==> src/rtl/spi_pkg.sv <==
// Shared types and helpers for the SPI transfer sequencer.
package spi_pkg;

    typedef enum logic [2:0] {
        IDLE  = 3'd0,
        LOAD  = 3'd1,
        SETUP = 3'd2,
        XFER  = 3'd3,
        HOLD  = 3'd4
    } state_t;

    localparam int SPI_BITS = 8;
    localparam int EDGE_W   = $clog2(2 * SPI_BITS);

    typedef struct packed {
        logic drive;
        logic sample;
    } strobe_t;

    // e0 is the edge index LSB (0 = leading edge); the final trailing edge never drives.
    function automatic strobe_t edge_strobes(input logic e0, input logic cpha, input logic last);
        strobe_t s;
        if (cpha) begin
            s.drive  = ~e0;
            s.sample = e0;
        end else begin
            s.sample = ~e0;
            s.drive  = e0 & ~last;
        end
        return s;
    endfunction

endpackage

==> src/rtl/spi_baud_counter.sv <==
// Half-period down-counter with reload; tc marks the last cycle of a half period.
module spi_baud_counter #(
    parameter int DIV_W = 12
) (
    input  logic             PCLK,
    input  logic             PRESETn,
    input  logic             load,
    input  logic [DIV_W-1:0] load_val,
    output logic             tc,
    output logic             tc_next
);

    logic [DIV_W-1:0] cnt_r;
    logic [DIV_W-1:0] cnt_nxt_s;

    // Next count: reload, count down, or park at zero.
    always_comb begin
        cnt_nxt_s = cnt_r;
        if (load) begin
            cnt_nxt_s = load_val;
        end else if (cnt_r != {DIV_W{1'b0}}) begin
            cnt_nxt_s = cnt_r - DIV_W'(1);
        end else begin
            cnt_nxt_s = cnt_r;
        end
        tc_next = (cnt_nxt_s == {DIV_W{1'b0}});
    end

    // Counter and registered terminal count.
    always_ff @(posedge PCLK or negedge PRESETn) begin
        if (!PRESETn) begin
            cnt_r <= {DIV_W{1'b0}};
            tc    <= 1'b1;
        end else begin
            cnt_r <= cnt_nxt_s;
            tc    <= tc_next;
        end
    end

endmodule

==> src/rtl/spi_xfer_ctrl.sv <==
// Master-mode SPI transfer sequencer: SCLK generation, slave select and shift-register strobes.
module spi_xfer_ctrl
    import spi_pkg::*;
#(
    parameter int DIV_W = 12,
    parameter int BITS  = SPI_BITS
) (
    input  logic             PCLK,
    input  logic             PRESETn,
    input  logic             spe,
    input  logic             start,
    input  logic [DIV_W-1:0] div,
    input  logic             cpol,
    input  logic             cpha,
    output logic             sclk,
    output logic             ss,
    output logic             send_data,
    output logic             flags_high,
    output logic             flag_high,
    output logic             receive_data,
    output logic             busy,
    output logic             done
);

    localparam int             EW     = $clog2(2 * BITS);
    localparam logic [EW-1:0]  LAST_E = EW'(2 * BITS - 1);

    state_t           state_r;
    logic [EW-1:0]    edge_r;
    logic [DIV_W-1:0] div_r;
    logic             cpol_r;
    logic             cpha_r;

    logic             load_s;
    logic [DIV_W-1:0] load_val_s;
    logic             tc_s;
    logic             tc_next_s;
    logic [EW-1:0]    edge_inc_s;
    strobe_t          strb_cur_s;
    strobe_t          strb_inc_s;
    strobe_t          strb_first_s;

    assign load_s     = (state_r == LOAD) || (tc_s && ((state_r == SETUP) || (state_r == XFER)));
    assign load_val_s = (state_r == LOAD) ? div : div_r;
    assign edge_inc_s = edge_r + EW'(1);

    // Strobes are registered one cycle ahead, so decode the edge the next cycle will close.
    assign strb_cur_s   = edge_strobes(edge_r[0], cpha_r, edge_r == LAST_E);
    assign strb_inc_s   = edge_strobes(edge_inc_s[0], cpha_r, edge_inc_s == LAST_E);
    assign strb_first_s = edge_strobes(1'b0, cpha_r, 1'b0);

    spi_baud_counter #(.DIV_W(DIV_W)) u_baud (
        .PCLK     (PCLK),
        .PRESETn  (PRESETn),
        .load     (load_s),
        .load_val (load_val_s),
        .tc       (tc_s),
        .tc_next  (tc_next_s)
    );

    // Transfer FSM with registered SCLK, slave select and strobes.
    always_ff @(posedge PCLK or negedge PRESETn) begin
        if (!PRESETn) begin
            state_r      <= IDLE;
            edge_r       <= {EW{1'b0}};
            div_r        <= {DIV_W{1'b0}};
            cpol_r       <= 1'b0;
            cpha_r       <= 1'b0;
            sclk         <= 1'b0;
            ss           <= 1'b1;
            busy         <= 1'b0;
            send_data    <= 1'b0;
            flags_high   <= 1'b0;
            flag_high    <= 1'b0;
            receive_data <= 1'b0;
            done         <= 1'b0;
        end else begin
            send_data    <= 1'b0;
            flags_high   <= 1'b0;
            flag_high    <= 1'b0;
            receive_data <= 1'b0;
            done         <= 1'b0;
            if ((state_r != IDLE) && !spe) begin
                state_r <= IDLE;
                ss      <= 1'b1;
                sclk    <= cpol;
                busy    <= 1'b0;
            end else begin
                case (state_r)
                    IDLE: begin
                        ss   <= 1'b1;
                        sclk <= cpol;
                        busy <= 1'b0;
                        if (start && spe) begin
                            state_r   <= LOAD;
                            send_data <= 1'b1;
                            busy      <= 1'b1;
                        end
                    end
                    LOAD: begin
                        div_r      <= div;
                        cpol_r     <= cpol;
                        cpha_r     <= cpha;
                        edge_r     <= {EW{1'b0}};
                        ss         <= 1'b0;
                        sclk       <= cpol;
                        flags_high <= ~cpha;
                        state_r    <= SETUP;
                    end
                    SETUP: begin
                        if (tc_s) begin
                            state_r    <= XFER;
                            flags_high <= tc_next_s & strb_first_s.drive;
                            flag_high  <= tc_next_s & strb_first_s.sample;
                        end
                    end
                    XFER: begin
                        if (tc_s) begin
                            if (edge_r == LAST_E) begin
                                state_r      <= HOLD;
                                sclk         <= cpol_r;
                                done         <= tc_next_s;
                                receive_data <= tc_next_s;
                            end else begin
                                sclk       <= ~sclk;
                                edge_r     <= edge_inc_s;
                                flags_high <= tc_next_s & strb_inc_s.drive;
                                flag_high  <= tc_next_s & strb_inc_s.sample;
                            end
                        end else begin
                            flags_high <= tc_next_s & strb_cur_s.drive;
                            flag_high  <= tc_next_s & strb_cur_s.sample;
                        end
                    end
                    HOLD: begin
                        if (tc_s) begin
                            state_r <= IDLE;
                            ss      <= 1'b1;
                            busy    <= 1'b0;
                        end else begin
                            done         <= tc_next_s;
                            receive_data <= tc_next_s;
                        end
                    end
                    default: begin
                        state_r <= IDLE;
                        ss      <= 1'b1;
                        sclk    <= cpol;
                        busy    <= 1'b0;
                    end
                endcase
            end
        end
    end

endmodule

==> config.mk <==
export PLATFORM = sky130hd
export DESIGN_NAME = spi_xfer_ctrl
export DESIGN_NICKNAME = d
export VERILOG_FILES = /design/src/rtl/spi_pkg.sv /design/src/rtl/spi_baud_counter.sv /design/src/rtl/spi_xfer_ctrl.sv
export SDC_FILE = /design/constraint.sdc
export NUM_CORES = 1
export LEC_CHECK = 0
export BUFFER_PORTS_ARGS = -buffer_cell sky130_fd_sc_hd__buf_2
export CELL_PAD_IN_SITES_DETAIL_PLACEMENT = 0
export CELL_PAD_IN_SITES_GLOBAL_PLACEMENT = 2
export CORE_UTILIZATION = 33
export DETAILED_ROUTE_END_ITERATION = 10
export HOLD_SLACK_MARGIN = 0.02
export PLACE_DENSITY = 0.75
export SYNTH_ARGS = -nofsm -noshare
export SYNTH_HDL_FRONTEND = slang
export SYNTH_SLANG_ARGS = --single-unit
==> constraint.sdc <==
create_clock -name PCLK -period 2.4 [get_ports PCLK]
set_input_delay 0.12 -clock PCLK [delete_from_list [all_inputs] [get_ports PCLK]]
set_output_delay 0.12 -clock PCLK [all_outputs]
set_load 0.03 [all_outputs]
==> results of run 1 <==
## state kept, by name, summed over array words and instances, names as in the netlist
| signal | count |
|---|---|
| done | 1 |
| busy | 1 |
| send_data | 1 |
| sclk | 1 |
| cpol_r | 1 |
| ss | 1 |
| edge_r | 4 |
| flags_high | 1 |
| cpha_r | 1 |
| div_r | 12 |
| u_baud.tc | 1 |
| state_r | 3 |
| u_baud.cnt_r | 12 |
| flag_high | 1 |
## cell families after synthesis
family,Yosys count,synth area share
AND/OR/NAND/NOR,99,0.238
flip-flops,41,0.422
AO/OA/AOI/OAI,61,0.169
multiplexers,20,0.0888
adder cells (fa/ha/maj),4,0.0205
XOR/XNOR,5,0.0180
buffers and inverters,25,0.0441
## where the power goes
part / switching, mW / internal [mW] / total, mW
clock network: 0.252 / 0.413 / 0.666
logic: 1.17 / 1.08 / 2.26
registers: 0.183 / 0.967 / 1.15
## how the worst max path moves through the flow
stage	from	end	slack (ns)	cells after the start
after floorplan	u_baud.cnt_r[0]	flag_high	-0.03	10
after global placement	u_baud.cnt_r[0]	done	-0.13	9
after detailed placement	u_baud.cnt_r[1]	flag_high	-0.14	9
after CTS	u_baud.cnt_r[1]	done	-0.11	9
after global routing	u_baud.cnt_r[8]	done	-0.14	7
final	u_baud.cnt_r[8]	done	-0.06	7
## cells in the mapped netlist (4+ instances only)
library cell / n / share of area
a31oi_1: 6 / 0.015
dfrtp_1: 39 / 0.40
ha_1: 4 / 0.021
mux2_2: 13 / 0.060
nand3_1: 4 / 0.0082
o22ai_1: 4 / 0.010
nor2_1: 22 / 0.034
inv_1: 9 / 0.014
nand2_1: 23 / 0.035
a21oi_1: 12 / 0.025
nand4_1: 4 / 0.010
mux2i_1: 7 / 0.029
nor3_1: 12 / 0.025
o21ai_0: 12 / 0.025
clkbuf_1: 12 / 0.018
a32oi_1: 4 / 0.014
## layout make-up
type / instances / area, um2
inverters: 9 / 33.8
clock buffers: 5 / 68.8
repair buffers: 72 / 492
multi-input cells: 189 / 1440
flip-flops and latches: 41 / 1030
well taps: 96 / 120
fillers: 702 / 3740
clock inverters: 3 / 65.1
## critical path, delay by kind of cell (launching register included)
kind	cells	cell delay [ns]
flip-flops	1	0.39
AND/OR/NAND/NOR	5	1.69
multiplexers	1	0.16
AO/OA/AOI/OAI	1	0.15
## routing by layer
metal / GRT usage / vias to the layer above
met5: 0 / -
met4: 0.0611 / 0
met3: 0.0349 / 16
met2: 0.315 / 47
met1: 0.243 / 1090
li1: - / 1071
## repair_timing
item | in CTS | in global routing
buffers inserted | 7 | 2
hold endpoints to repair | 5 | 0
pin swaps | 14 | 8
resized for setup | 12 | 8
endpoints found under the setup margin | 4 | 4
hold buffers | 1 | 0
gates cloned | 0 | 0
==> results.py, run 1 <==
metrics = {
    "timing": {
        "worstMarginPinSlew_ns": 0.977,
        "hold_violations": 0,
        "fin_crit_sh": 1.03,
        "maxClockFrequency_mhz": 406,
        "tns_ns": -0.154,
        "final.setup.worst_slack_ns": -0.0608,
        "worst_hold_slack_ns": 0.0322,
        "rsz0062_at_grt": "yes",
        "post-route-min-period_ns": 2.46,
        "drv_slew": 0,
        "slew_headroom": 0.349,
        "finalSetupViolCount": 3,
        "clock-skew-final_ns": 0.00772,
    },
    "clock_tree": {
        "h-tree-depth": 2,
        "cts.sinks": 41,
        "clk_latency_ns": 0.29,
        "clkTransAtPathRegs_ns": 0.08,
        "cts.path.max_buffers": 2,
        "cts_tree": "yes",
        "cts-root-buf": "clkbuf_8",
        "numCtsBuffers": 5,
    },
    "place": {
        "pre_cts_ws_ns": -0.145,
        "dp.cells": 398,
        "place_area_um2": 2930,
        "hpwl_um": 4820,
        "routabilityCongestion": 0.897,
        "port_buffers": 25,
    },
    "detailed_routing": {
        "wire_per_inst_um": 16.3,
        "drcViolationCount": 0,
        "wl_um": 6760,
        "drtIter0Drc": 104,
        "met2WireLength_um": 3210,
        "first_pass_iters": 4,
        "wl_met1_um": 3130,
        "ant_nets": 0,
        "wl_met3_um": 228,
        "via_per_inst": 5.36,
        "top_layer": "met4",
        "via_count": 2224,
    },
    "critical_path": {
        "critPathMaxFanout": 4,
        "r2r_slack_ns": -0.06,
        "timing.rr.start": "u_baud.cnt_r[8]",
        "r2r_cells": 7,
        "cpMaxStageDelayCell": "or4_4",
        "critical_path_required_ns": 2.63,
        "crit_top_cell": "or4_4",
        "endpoint_kind": "flip-flop",
        "crit_arrival_ns": 2.69,
        "slowest_delay_ns": 0.57,
        "cp_cell_sequence": "or4_4 > or4_4 > mux2i_1 > o2bb2ai_2 > nor4_4 > nand3_2 > nor2b_2",
        "r2r_end": "done",
        "crit_type": "flip-flop to flip-flop",
        "critPathLaunchType": "flip-flop",
    },
    "synthesis": {
        "yosys_warnings": 0,
        "synth_seq_area_share": 0.422,
        "syn-num-nets": 277,
        "avgSynthCellArea_um2": 9.56,
        "synth_ff_type": "dfrtp_1",
        "netlist_area_um2": 2440,
        "synth_edf_count": 0,
        "synth.distinct_cells": 56,
        "synth_cells": 255,
        "synth-seq-cells": 41,
        "async_flop_share": 1.00,
    },
    "power": {
        "ir_drop_mv": 0.426,
        "power_mw": 4.07,
        "p_leak_nw": 1.42,
        "powerDensity_nw_per_um2": 1250,
    },
    "min_path": {
        "min_from": "cpha",
        "hold_path_class": "primary input to flip-flop",
        "hold_path_depth": 2,
        "min_to": "flags_high",
    },
    "layout": {
        "final_core_util": 0.465,
        "drive_gt1_frac": 0.392,
        "mostFrequentLayoutCells": "buf_4, dfrtp_1, buf_2",
        "design_area_um2": 3250,
        "syn2layout_area_growth_pct": 33.1,
        "antenna_cells": 0,
        "final-instance-count-excl-fill": 415,
        "final_common_cell": "buf_4",
        "nets": 340,
    },
    "global_routing": {
        "grt_start_max_net_pins": 42,
        "first_global_vias": 2221,
        "globalRouteTotalUtil": 0.187,
        "grt_pass1_wl_um": 11100,
        "overflow": 0,
        "antenna_found_initial": 0,
    },
    "floorplan": {
        "die-area_um2": 7740,
        "die_x_um": 88.0,
        "start_util": 0.349,
        "die_h_um": 88.0,
        "fp-row-count": 30,
        "pin_count": 26,
        "core_um2": 6980,
    },
    "outcome": {
        "failed_checks": "setup timing",
        "outcome": "finished, violations left",
    },
    "run": {
        "max_cap_viol_count": 0,
    },
}
(Power assumes the default switching activity.)
==> run 2, diff against run 1 <==
--- a/config.mk
+++ b/config.mk
@@ -6,12 +6,12 @@
 export NUM_CORES = 1
 export LEC_CHECK = 0
 export BUFFER_PORTS_ARGS = -buffer_cell sky130_fd_sc_hd__buf_2
-export CELL_PAD_IN_SITES_DETAIL_PLACEMENT = 0
-export CELL_PAD_IN_SITES_GLOBAL_PLACEMENT = 2
-export CORE_UTILIZATION = 33
+export CELL_PAD_IN_SITES_DETAIL_PLACEMENT = 1
+export CELL_PAD_IN_SITES_GLOBAL_PLACEMENT = 1
+export CORE_UTILIZATION = 41
 export DETAILED_ROUTE_END_ITERATION = 10
 export HOLD_SLACK_MARGIN = 0.02
-export PLACE_DENSITY = 0.75
+export PLACE_DENSITY = 0.76
 export SYNTH_ARGS = -nofsm -noshare
 export SYNTH_HDL_FRONTEND = slang
 export SYNTH_SLANG_ARGS = --single-unit
==> results.py, run 2 (synthesis gave the netlist of run 1 again) <==
metrics = {
    "detailed_routing": {
        "wl_um": 6950,
        "via_per_inst": 5.79,
        "first_pass_iters": 4,
        "via_count": 2231,
        "drtIter0Drc": 79,
        "ant_nets": 0,
        "drcViolationCount": 0,
        "wire_per_inst_um": 18.0,
    },
    "layout": {
        "drive_gt1_frac": 0.374,
        "antenna_cells": 0,
        "mostFrequentLayoutCells": "dfrtp_1, buf_4, buf_2",
        "largestRegisters": "div_r (12), u_baud.cnt_r (12), edge_r (4)",
        "nets": 334,
        "final_core_util": 0.551,
        "syn2layout_area_growth_pct": 26.7,
        "design_area_um2": 3090,
        "fillerInstances": 665,
    },
    "critical_path": {
        "r2r_slack_ns": -0.1,
        "endpoint_kind": "flip-flop",
        "slowest_delay_ns": 0.48,
        "critPathMaxFanout": 4,
        "crit_type": "flip-flop to flip-flop",
        "cpMaxStageDelayCell": "or4_4",
        "critPathLaunchType": "flip-flop",
        "crit_arrival_ns": 2.72,
        "critPathLaunch": "u_baud.cnt_r[1]",
        "cp_cell_sequence": "inv_2 > ha_4 > or3b_4 > or4_4 > nand3b_1 > a31oi_4 > nor4_4 > nand3_2 > nor2b_1",
        "critical_path_required_ns": 2.63,
        "timing.rr.start": "u_baud.cnt_r[1]",
    },
    "timing": {
        "drv_slew": 0,
        "finalSetupViolCount": 3,
        "clock-skew-final_ns": 0.00203,
        "rsz0062_at_grt": "yes",
        "fin_crit_sh": 1.04,
        "final.setup.worst_slack_ns": -0.0959,
        "tns_ns": -0.219,
        "hold_violations": 0,
        "slew_headroom": 0.352,
        "maxClockFrequency_mhz": 401,
        "post-route-min-period_ns": 2.50,
        "worstMarginPinSlew_ns": 0.971,
    },
    "floorplan": {
        "die_x_um": 79.1,
        "die_h_um": 79.1,
        "pin_count": 26,
        "fp-row-count": 27,
        "die-area_um2": 6260,
        "start_util": 0.435,
        "core_um2": 5610,
    },
    "clock_tree": {
        "cts_tree": "yes",
        "clkTransAtPathRegs_ns": 0.08,
        "clk_latency_ns": 0.30,
        "h-tree-depth": 2,
        "cts-root-buf": "clkbuf_8",
        "cts.sinks": 41,
        "numCtsBuffers": 5,
        "cts.path.max_buffers": 2,
    },
    "place": {
        "routabilityCongestion": 0.805,
        "place_area_um2": 2850,
        "hpwl_um": 4970,
        "port_buffers": 25,
    },
    "global_routing": {
        "grt_pass1_wl_um": 11500,
        "grt_start_max_net_pins": 42,
        "globalRouteTotalUtil": 0.239,
        "overflow": 0,
        "antenna_found_initial": 0,
        "first_global_vias": 2327,
    },
    "power": {
        "ir_drop_mv": 0.521,
        "p_leak_nw": 1.35,
        "powerDensity_nw_per_um2": 1210,
    },
    "min_path": {
        "hold_path_class": "primary input to flip-flop",
        "min_from": "cpha",
    },
    "outcome": {
        "failed_checks": "setup timing",
        "outcome": "finished, violations left",
    },
    "run": {
        "max_cap_viol_count": 0,
    },
}
-- run 2: cell types whose count changed in the layout (fill, tap and decap cells not counted), moves of 2 or more --
cell | previous run | this run
buf_4 | 43 | 39
bufinv_16 | 2 | 0
buf_6 | 3 | 1
nor3_2 | 2 | 4
-- run 2: repair_timing --
item,4_1_cts,5_1_grt
hold endpoints to repair,39,0
gates resized for setup,7,7
hold buffers,1,0
pin swaps,11,7
endpoints found under the setup margin,4,4
cloned,0,0
setup buffers,5,3
-- run 2: power breakdown --
| group | switching [mW] | internal (mW) |
|---|---|---|
| sequential | 0.194 | 0.968 |
| combinational | 1.13 | 1.00 |
| clock | 0.250 | 0.202 |
| total | 1.58 | 2.17 |
-- run 2: per-stage QoR --
stage | setup slack, ns | hold WS (ns) | cells | total power, mW
3_5_place_dp | -0.200 | 0.337 | 368 | 3.09
5_1_grt | -0.193 | 0.0375 | 385 | 4.00
2_1_floorplan | -0.0330 | -0.176 | 255 | 2.37
4_1_cts | -0.149 | 0.0255 | 382 | 3.65
6_report | -0.0959 | 0.0259 | 385 | 3.75
3_3_place_gp | -0.0976 | 0.328 | 368 | 3.01
-- run 2: path summary, 6_finish.rpt --
check	depth (start not counted)	end
min reg2reg	1	cpol_r
max reg2reg	9	done
min in group asynchronous	2	u_baud.cnt_r[10]
max in group asynchronous	2	div_r[11]
max	9	done
min	2	flags_high
-- run 2: cell type report --
class	count	area, um2	area share
well taps	72	90.1	0.0292
inverters	9	33.8	0.0109
multi-input cells	189	1420	0.458
clock buffers	6	72.6	0.0235
flip-flops and latches	41	1030	0.333
repair buffers	66	439	0.142
clock inverters	2	10.0	0.00324
-- run 2: metal layers --
layer / global-route usage / part of all wire / wire [um]
met1: 0.279 / 0.44 / 3030
met2: 0.438 / 0.52 / 3590
met3: 0.0494 / 0.027 / 187
met4: 0.0691 / 0.020 / 137
met5: 0 / 0 / 0
-- run 2: worst max-delay path, delay by kind of cell (launching register included) --
kind	cells	cell delay, ns
AND/OR/NAND/NOR	6	1.66
AO/OA/AOI/OAI	1	0.13
flip-flops	1	0.39
buffers and inverters	1	0.11
adder cells (fa/ha/maj)	1	0.14
==> run 3, diff against run 2 <==
==> constraint.sdc (replaced) <==
create_clock -name PCLK -period 2.4 [get_ports PCLK]
set_input_delay 0.48 -clock PCLK [delete_from_list [all_inputs] [get_ports PCLK]]
set_output_delay 0.48 -clock PCLK [all_outputs]
set_load 0.03 [all_outputs]
==> results.py, run 3 (synthesis gave the netlist of run 1 again) <==
metrics = {
    "detailed_routing": {
        "wl_met3_um": 241,
        "ant_nets": 0,
        "top_layer": "met4",
        "met2WireLength_um": 4050,
        "drtIter0Drc": 114,
        "via_count": 2260,
        "drcViolationCount": 0,
        "via_per_inst": 5.85,
        "wl_um": 7720,
        "first_pass_iters": 4,
        "wl_met1_um": 3220,
        "wire_per_inst_um": 20.0,
    },
    "layout": {
        "final_common_cell": "buf_4",
        "fillerInstances": 658,
        "regArea_um2": 1030,
        "nets": 335,
        "multiInputGateArea_um2": 1460,
        "drive_gt1_frac": 0.385,
        "antenna_cells": 0,
        "final-instance-count-excl-fill": 386,
        "mostFrequentLayoutCells": "buf_4, dfrtp_1, buf_2",
        "largestRegisters": "div_r (12), u_baud.cnt_r (12), edge_r (4)",
        "syn2layout_area_growth_pct": 29.8,
    },
    "global_routing": {
        "first_global_vias": 2362,
        "overflow": 0,
        "grt_start_max_net_pins": 27,
        "grt_pass1_wl_um": 11900,
        "globalRouteTotalUtil": 0.249,
        "antenna_found_initial": 0,
    },
    "timing": {
        "clock-skew-final_ns": 0.0131,
        "final.setup.worst_slack_ns": -0.168,
        "hold_violations": 0,
        "finalSetupViolCount": 4,
        "fin_crit_sh": 1.07,
        "worst_hold_slack_ns": 0.200,
        "rsz0062_at_grt": "yes",
        "drv_slew": 0,
        "post-route-min-period_ns": 2.57,
        "worstMarginPinSlew_ns": 0.660,
        "slew_headroom": 0.560,
        "maxClockFrequency_mhz": 389,
    },
    "clock_tree": {
        "cts.sinks": 41,
        "clkTransAtPathRegs_ns": 0.09,
        "cts-root-buf": "clkbuf_8",
        "cts.path.max_buffers": 2,
        "numCtsBuffers": 5,
        "cts_hold_buf": 0,
        "h-tree-depth": 2,
        "cts_tree": "yes",
        "clk_latency_ns": 0.30,
    },
    "power": {
        "powerDensity_nw_per_um2": 1270,
        "power_mw": 4.01,
        "ir_drop_mv": 0.403,
        "p_leak_nw": 1.38,
    },
    "floorplan": {
        "pin_count": 26,
        "die-area_um2": 6260,
        "core_um2": 5610,
        "die_x_um": 79.1,
        "die_h_um": 79.1,
        "fp-row-count": 27,
        "start_util": 0.435,
    },
    "outcome": {
        "outcome": "finished, violations left",
        "failed_checks": "setup timing",
    },
    "place": {
        "routabilityCongestion": 0.808,
        "hpwl_um": 5140,
        "dp.cells": 371,
        "port_buffers": 25,
    },
    "critical_path": {
        "critical_path_required_ns": 2.58,
        "endpoint_kind": "flip-flop",
        "crit_arrival_ns": 2.75,
        "crit_type": "flip-flop to flip-flop",
        "critPathLaunchType": "flip-flop",
        "critPathMaxFanout": 6,
    },
    "run": {
        "max_cap_viol_count": 0,
    },
    "min_path": {
        "hold_path_class": "primary input to asynchronous set/reset pin",
    },
}
## run 3: cell types whose count changed in the layout (fill, tap and decap cells not counted), sizes merged
cell | previous run | this run
buf | 65 | 67
bufinv | 0 | 1
clkinv | 2 | 1
dlygate4sd3 | 1 | 0
## run 3: final timing paths
path,end,slack [ns],depth (start not counted),startpoint
worst max register to register,flags_high,-0.17,11,u_baud.cnt_r[1]
max in group asynchronous,ss,1.51,2,PRESETn
worst min register to register,cpol_r,0.51,1,cpol_r
worst min-delay path,u_baud.cnt_r[9],0.20,1,PRESETn
worst max-delay path,flags_high,-0.17,11,u_baud.cnt_r[1]
min in group PCLK,flags_high,0.39,2,cpha
## run 3: area by class of cell
cell class | instances | area share
Clock buffer | 6 | 0.0229
Clock inverter | 2 | 0.0111
Inverter | 9 | 0.0107
Multi-Input combinational cell | 189 | 0.461
Sequential cell | 41 | 0.325
Tap cell | 72 | 0.0285
Timing Repair Buffer | 67 | 0.140
## run 3: stage by stage
| step | setup TNS (ns) | area [um2] | worst slack, ns | utilization |
|---|---|---|---|---|
| 2_1_floorplan | -0.0330 | 2480 | -0.0330 | - |
| 3_3_place_gp | -0.231 | 2880 | -0.0960 | 0.513 |
| 3_5_place_dp | -0.543 | 2880 | -0.199 | 0.513 |
| 4_1_cts | -0.479 | 3070 | -0.154 | 0.548 |
| 5_1_grt | -0.811 | 3160 | -0.241 | 0.564 |
| 6_report | -0.509 | 3160 | -0.168 | 0.564 |
## run 3: critical path, cell delays in order, from the launching register on
cell and delay [ns]:
dfrtp_1 0.41, inv_2 0.10, buf_4 0.13, ha_4 0.12, or4b_4 0.47, buf_6 0.15
buf_4 0.14, nor3_1 0.37, a311o_1 0.28, nor4_4 0.08, nand4_1 0.12, o22ai_1 0.07
## run 3: timing repair
action                     in CTS  in global routing
pin swaps                      14                  5
resized for setup              10                 11
buffers inserted                7                  2
setup endpoints to repair       4                  4
## run 3: metal layers
layer  global-route usage  vias up
met1                0.304     1138
met5                    0        -
met2                0.452       47
met3               0.0402       17
met4               0.0655        0
li1                     -     1058
## run 3: power by group
| part | switching [mW] | leakage, nW | internal, mW |
|---|---|---|---|
| clock network | 0.252 | 0.0552 | 0.309 |
| logic | 1.25 | 0.827 | 1.02 |
| registers | 0.206 | 0.501 | 0.968 |
| total | 1.71 | 1.38 | 2.30 |
